<file path="config.mk">
export PLATFORM = sky130hd
export DESIGN_NAME = fifo_uart_transmitter
export DESIGN_NICKNAME = d
export VERILOG_FILES = /design/src/rtl/fifo_uart_transmitter.sv
export SDC_FILE = /design/constraint.sdc
export NUM_CORES = 1
export LEC_CHECK = 0
export CORE_MARGIN = 2
export CORE_UTILIZATION = 40
export DETAILED_ROUTE_END_ITERATION = 10
export GPL_ROUTABILITY_DRIVEN = 1
export MAX_ROUTING_LAYER = met4
export PLACE_DENSITY = 0.64
export SKIP_LAST_GASP = 1
export SYNTH_ARGS = -nofsm -noshare
export SYNTH_HDL_FRONTEND = slang
export SYNTH_SLANG_ARGS = --single-unit
</file>
<file path="constraint.sdc">
create_clock -name Read_Clock -period 1.8 [get_ports Read_Clock]
set_input_delay 0.27 -clock Read_Clock [delete_from_list [all_inputs] [get_ports Read_Clock]]
set_output_delay 0.27 -clock Read_Clock [all_outputs]
set_load 0.005 [all_outputs]
</file>
<file path="src/rtl/fifo_uart_transmitter.sv">
// FIFO drain-side UART transmitter: pops one word per frame through the FIFO
// read handshake and shifts it out as start, data LSB first, optional even parity, stop.
module fifo_uart_transmitter #(
    parameter int DATA_WIDTH     = 8,
    parameter int CLOCKS_PER_BIT = 16,
    parameter int STOP_BITS      = 1,
    parameter int PARITY_ENABLE  = 0
) (
    input  logic                  Read_Clock,
    input  logic                  Read_Reset_Enable,
    input  logic                  Tx_Enable,
    input  logic                  FIFO_Empty,
    input  logic [DATA_WIDTH-1:0] FIFO_Data,
    output logic                  Read_Enable,
    output logic                  Serial_Out,
    output logic                  Busy,
    output logic                  Frame_Done
);

    localparam int DIV_W = $clog2(CLOCKS_PER_BIT);
    localparam int BIT_W = ($clog2(DATA_WIDTH) > 0) ? $clog2(DATA_WIDTH) : 1;

    localparam logic [DIV_W-1:0] DIV_LAST  = DIV_W'(CLOCKS_PER_BIT - 1);
    localparam logic [BIT_W-1:0] DATA_LAST = BIT_W'(DATA_WIDTH - 1);
    localparam logic [BIT_W-1:0] STOP_LAST = BIT_W'(STOP_BITS - 1);

    typedef enum logic [2:0] {
        S_IDLE,
        S_POP,
        S_LOAD,
        S_START,
        S_DATA,
        S_PARITY,
        S_STOP
    } state_e;

    state_e                  state_q, state_d;
    logic [DIV_W-1:0]        div_q, div_d;
    logic [BIT_W-1:0]        bit_q, bit_d;
    logic [DATA_WIDTH-1:0]   shift_q, shift_d;
    logic                    parity_q, parity_d;
    logic                    read_enable_q, read_enable_d;
    logic                    serial_q, serial_d;
    logic                    busy_q, busy_d;
    logic                    frame_done_q, frame_done_d;
    logic                    bit_end;
    logic                    can_pop;

    // NOTE: state and output flops use non-blocking assignments and an async
    // reset, so a mid-frame reset drops the line back to idle without a clock.
    always_ff @(posedge Read_Clock or posedge Read_Reset_Enable) begin
        if (Read_Reset_Enable) begin
            state_q       <= S_IDLE;
            div_q         <= '0;
            bit_q         <= '0;
            shift_q       <= '0;
            parity_q      <= 1'b0;
            read_enable_q <= 1'b0;
            serial_q      <= 1'b1;
            busy_q        <= 1'b0;
            frame_done_q  <= 1'b0;
        end else begin
            state_q       <= state_d;
            div_q         <= div_d;
            bit_q         <= bit_d;
            shift_q       <= shift_d;
            parity_q      <= parity_d;
            read_enable_q <= read_enable_d;
            serial_q      <= serial_d;
            busy_q        <= busy_d;
            frame_done_q  <= frame_done_d;
        end
    end

    // NOTE: every signal gets its hold value first so no path infers a latch.
    always_comb begin
        state_d  = state_q;
        bit_d    = bit_q;
        shift_d  = shift_q;
        parity_d = parity_q;
        div_d    = '0;
        bit_end  = (div_q == DIV_LAST);
        can_pop  = Tx_Enable && !FIFO_Empty;

        unique case (state_q)
            S_IDLE: begin
                if (can_pop) state_d = S_POP;
            end
            S_POP: begin
                state_d = S_LOAD;
            end
            S_LOAD: begin
                shift_d  = FIFO_Data;
                parity_d = ^FIFO_Data;
                bit_d    = '0;
                state_d  = S_START;
            end
            S_START: begin
                if (bit_end) state_d = S_DATA;
            end
            S_DATA: begin
                if (bit_end) begin
                    shift_d = shift_q >> 1;
                    if (bit_q == DATA_LAST) begin
                        bit_d   = '0;
                        state_d = (PARITY_ENABLE != 0) ? S_PARITY : S_STOP;
                    end else begin
                        bit_d = bit_q + 1'b1;
                    end
                end
            end
            S_PARITY: begin
                if (bit_end) state_d = S_STOP;
            end
            S_STOP: begin
                if (bit_end) begin
                    if (bit_q == STOP_LAST) begin
                        bit_d   = '0;
                        state_d = can_pop ? S_POP : S_IDLE;
                    end else begin
                        bit_d = bit_q + 1'b1;
                    end
                end
            end
            default: begin
                state_d = S_IDLE;
            end
        endcase

        // Divider restarts on every state entry and wraps at each bit boundary.
        if (state_d inside {S_START, S_DATA, S_PARITY, S_STOP}) begin
            if (state_d != state_q || bit_end) div_d = '0;
            else                               div_d = div_q + 1'b1;
        end

        // Outputs are decoded from the next-cycle values so they are registered.
        read_enable_d = (state_d == S_POP);
        busy_d        = (state_d != S_IDLE);
        frame_done_d  = (state_d == S_STOP) && (div_d == DIV_LAST) && (bit_d == STOP_LAST);
        case (state_d)
            S_START:  serial_d = 1'b0;
            S_DATA:   serial_d = shift_d[0];
            S_PARITY: serial_d = parity_d;
            default:  serial_d = 1'b1;
        endcase
    end

    assign Read_Enable = read_enable_q;
    assign Serial_Out  = serial_q;
    assign Busy        = busy_q;
    assign Frame_Done  = frame_done_q;

endmodule

</file>
* Word-level counts from Yosys, hierarchy flattened
Cells that the tools add are included.
Cells by class: add/sub/neg operators 2, equal/unequal tests 16, mux-type cells 20, reductions and logical operators 13
Operator list (count):
- 3-bit two-way mux | 11
- 3-bit == test, second input constant | 7
- 3-bit case mux with 7 select lines | 1
- 8-bit case mux with 2 select lines | 1
- 3-bit by 2-bit == test with 1-bit output, second input constant | 3
- 3-bit logical NOT | 3
- 3-bit case mux with 3 select lines | 1
- 4-bit == test, second input constant | 2
- 4-bit two-way mux | 2
- 8-bit two-way mux | 1
- 8-bit parity | 1
- 3-bit by 1-bit == test with 1-bit output, second input constant | 2
- 4-bit by 1-bit adder with 4-bit output, second input constant | 1
- 4-bit nonzero test | 1
- 3-bit by 1-bit adder with 3-bit output, second input constant | 1
- 1-bit logical AND | 3
- 3-bit != test | 1
- 1-bit case mux with 3 select lines | 1
- 3-bit nonzero test | 1
- 1-bit two-way mux | 2
- 2-bit != test, second input constant | 1
- 2-bit AND reduction | 1
- 2-bit nonzero test | 1
- 1-bit logical NOT | 1
- 1-bit logical OR | 1
Word-level totals: bits in registers 23, bits of input ports 12, output and inout port bits 4

* Depth between registers and ports, before layout
depth after elaboration 13, gate-level depth with buffers 7, depth with buffers taken out 7

* Least setup slack after synthesis
OpenSTA, ideal clock, no wires.
kind register to register, start reg div_q[0], end reg frame_done_q, in the netlist Frame_Done, library setup time 0.096 ns, arrival 1.691 ns, data required time 1.704 ns, slack 0.014 ns, cell stages (with the launch flop) 7, clock period less this slack 1.786 ns, cell sequence dfrtp_1 ha_1 nand3_4 or3_1 buf_6 o221a_4 nor4_2
RTL lines:
- start, declared | RTL line 38 | logic [DIV_W-1:0] div_q, div_d;
- start signal, assigned | RTL line 64 | div_q <= div_d;
- 4-bit == test (*) | RTL line 82 | bit_end = (div_q == DIV_LAST);
- 3-bit two-way mux (on tied branches) | RTL line 116, 102
- 3-bit case mux with 3 select lines (*) | RTL line 85 | unique case (state_q)
- net bit_d[2] | RTL line 39 | logic [BIT_W-1:0] bit_q, bit_d;
- 3-bit logical NOT (*) | RTL line 139 | frame_done_d = (state_d == S_STOP) && (div_d == DIV_LAST) && (bit_d == STOP_LAST);
- 1-bit logical AND (*) | RTL line 139
- net frame_done_d | RTL line 45 | logic frame_done_q, frame_done_d;
- end signal, assigned | RTL line 71 | frame_done_q <= frame_done_d;
- end, declared | RTL line 45
Mark *: on every way through the listed nets, which the timed path passes. The rest lies on a longest branch. A chain may end at the register's enable or synchronous reset.

* Final worst setup path
start reg bit_q[0], end reg serial_q, in the netlist Serial_Out
On the way: longest elaborated chain between the ends 6
Ends and longest elaborated chain:
- start, declared | RTL line 39
- start signal, assigned | RTL line 65 | bit_q <= bit_d;
- 3-bit == test or 3-bit logical NOT (tied branches) | RTL line 104, 117
- 3-bit two-way mux (on tied branches) | RTL line 104, 117
- 3-bit two-way mux (on tied branches) | RTL line 102, 116
- 3-bit case mux with 7 select lines (*) | RTL line 85
- net state_d[1] | RTL line 37 | state_e state_q, state_d;
- 3-bit == test or 3-bit by 2-bit == test with 1-bit output (tied branches) | RTL line 140 | case (state_d)
- 1-bit case mux with 3 select lines (*) | RTL line 140
- net serial_d | RTL line 43 | logic serial_q, serial_d;
- end signal, assigned | RTL line 69 | serial_q <= serial_d;
- end, declared | RTL line 43
Marks and branches as above.

==> flow_summary_export.csv <==
group,metric,value,unit
run_status,outcome,"finished clean",
global_routing,grt_pass1_wl,4800,um
drt,first_iter_violations,61,
worst_setup_path,cp.depth,7,
yosys,ys_seq_area_share,43.7,%
worst_setup_path,cpLargestDelayFamily,"simple AND/OR/NAND/NOR gates",
drt,ant_nets,0,
final_layout,layout_commonest_cell,"dfrtp_1",
global_routing,grtUsageTotal,17.5,%
floorplan,core_area,3100,um^2
worst_setup_path,cp.arrival,1.96,ns
yosys,synth_fp_nets,153,
pwr,p_int,1.10,mW
yosys,async_reset_ff_share,100,%
yosys,avgSynthCellArea,9.63,um^2
pwr,power.density,1020,nW/um^2
drt,dr.pass1.iters,4,
sta,max_freq,587,MHz
clock_tree,tritoncts,"built",
floorplan,die_area,3770,um^2
yosys,synth_seq_cells,23,
worst_setup_path,critPathMaxFanout,4,
yosys,synth_top_cell_by_area,"dfrtp_1",
placed_design,port_buffers,15,
final_layout,fillers,303,
final_layout,diodes,0,
pwr,ir_worst_vdd,516,uV
yosys,synth_cell_type_count,43,
pwr,swShare,35.1,%
drt,routed_wl,2710,um
sta,hold_viol,0,
clock_tree,insertion_delay,0.31,ns
drt,num_vias,1096,
clock_tree,clock_sinks,23,
worst_setup_path,worstPathRequired,2.06,ns
sta,tightest_slew,0.304,ns
final_layout,final_cell_mix,"dfrtp_1 (21), nand2_1 (16), clkdlybuf4s50_1 (15), buf_4 (15), nor2_1 (11)",
worst_setup_path,crit_path_end_kind,"flop",
worst_setup_path,slowest_stage,"dfrtp_1",
sta,period_share,94.7,%
clock_tree,cts_hold_buf,0,
yosys,synth_area,1320,um^2
final_layout,nets,181,
floorplan,ios,16,
sta,skew,0.0103,ns
sta,drv_slew,0,
final_layout,layout-drive-gt1-share,20.1,%
worst_hold_path,hold_path_class,"in -> async",
clock_tree,post_cts_buffers,0,
placed_design,dpl_cell_area,1600,um^2
worst_setup_path,critPathBufInv,1,
yosys,syn_inst,137,
placed_design,routabilityCongestion,0.791,
worst_setup_path,worstSetupPathType,"reg -> reg",
worst_setup_path,cp-start-kind,"flop",
floorplan,start_util,42.5,%
yosys,yosysWarnings,0,
drt,post_drt_wl_per_cell,13.0,um
sta,rsz0062_at_grt,"yes",
final_layout,area_growth,26.0,%
sta,finalSetupTns,0,ns
floorplan,fp.dieW,61.4,um
pwr,switching_power,0.594,mW
drt,via_per_inst,5.27,
pwr,seqPwrFrac,48.3,%
floorplan,die_y,61.4,um
pwr,comb_power_share,37.3,%
clock_tree,cts_buffers,3,
pwr,finalPower,1.69,mW
yosys,synthTopCellsByArea,"dfrtp_1 (42%), xnor2_1 (6.0%), nand2_1 (4.6%)",
drt,remaining_drc_errors,0,
placed_design,hpwlAfterDp,2060,um
clock_tree,cts_max_level,1,
worst_setup_path,max_stage_delay,0.43,ns
global_routing,grt_max_degree,24,
pwr,p_leak,0.701,nW
sta,setup_viol,0,
global_routing,grt_pass1_vias,1073,
clock_tree,path_clk_slew,0.13,ns
run,drv_cap,0,
yosys,synth_top_area_share,41.7,%
worst_setup_path,reg2regPathDepth,7,
yosys,synth-edff-count,0,
sta,slew_headroom,79.7,%
global_routing,grt.overflow.total,0,
clock_tree,clockBufferDepth,2,
final_layout,postLayoutCoreUtil,53.5,%
pwr,p_clk_share,14.4,%
sta,post-route-min-period,1.71,ns
global_routing,antenna_found_initial,0,
worst_setup_path,path_cells,"inv_1 -> ha_1 -> nand2b_1 -> or3_1 -> a31o_1 -> nor4b_2 -> a211oi_1",
clock_tree,root_buffer,"clkbuf_4",
yosys,ys.flop_type,"dfrtp_1",
floorplan,std_cell_rows,20,
final_layout,fin_area,1660,um^2
[power by group through the flow]
stage | registers (mW) | clock network, mW | logic, mW
after CTS | 0.805 | 0.262 | 0.608
after detailed placement | 0.815 | 0 | 0.599
after global routing | 0.840 | 0.276 | 0.722
after floorplan | 0.775 | 0 | 0.428
final | 0.818 | 0.244 | 0.632
after global placement | 0.802 | 0 | 0.581
[through the flow]
step                setup slack (ns)  cells  hold slack (ns)
floorplan                     0.0136    137            0.271
global placement              0.0272    204            0.459
detailed placement           -0.0518    204            0.466
CTS                           0.0117    208            0.271
global route                 -0.0258    208            0.311
finish                        0.0950    208            0.267
[synth_stat cells (2+ instances only)]
cell type	count
a211oi_1	2
a21oi_1	8
nor2_1	11
nor3b_1	3
clkbuf_1	2
xnor2_1	9
ha_1	4
inv_1	6
nand2b_1	4
nand3_1	3
dfrtp_1	22
nor3_1	3
or3_1	3
a22oi_1	7
buf_2	3
o21ai_0	3
nor2b_1	2
nand2_1	16
a221o_1	2
[state kept, by name, indices dropped and copies added, names as in the netlist]
name	count
Serial_Out	1
div_q	4
Frame_Done	1
state_q	3
parity_q	1
Busy	1
Read_Enable	1
bit_q	3
shift_q	8
[kinds of logic after synthesis]
logic type | Yosys count | share of synthesized area (%)
adders and majority gates | 4 | 3.80
muxes | 1 | 0.759
AOI/OAI and AO/OA | 31 | 17.1
xor gates and xnor gates | 10 | 6.64
DFF | 23 | 43.7
and+or+nand+nor | 55 | 23.2
buffers and inverters | 13 | 4.84
[worst min-delay path: stages]
cell and delay, ns:
clkdlybuf4s50_1 0.39, inv_1 0.05, buf_4 0.28
[final timing paths]
check / start / to / slack, ns
worst max-delay path: bit_q[0] / Serial_Out / 0.09
worst min-delay path: Read_Reset_Enable / shift_q[3] / 0.27
worst max register to register: bit_q[0] / Serial_Out / 0.09
worst min register to register: shift_q[4] / shift_q[4] / 0.49
max in group asynchronous: Read_Reset_Enable / Serial_Out / 1.25
min in group Read_Clock: shift_q[4] / shift_q[4] / 0.49
[area by class of cell]
cell class | instances | area, um^2 | area share [%]
Sequential cell | 23 | 578 | 34.8
Timing Repair Buffer | 30 | 263 | 15.8
Tap cell | 44 | 55.1 | 3.31
Clock buffer | 4 | 26.3 | 1.58
Inverter | 6 | 22.5 | 1.36
Multi-Input combinational cell | 101 | 717 | 43.1
[what timing repair did]
action	4_1_cts	5_1_grt
pin swaps	0	2
resized for setup	2	7
endpoints found under the setup margin	1	2
[routing by layer]
metal	GRT usage, %	part of all wire [%]	up-vias
met5	-	0	-
met4	6.08	1.7	0
met3	2.52	3.0	6
met2	27.1	49	16
met1	23.5	47	533
li1	-	-	541
No activity file was read; power rests on OpenSTA's default activity.
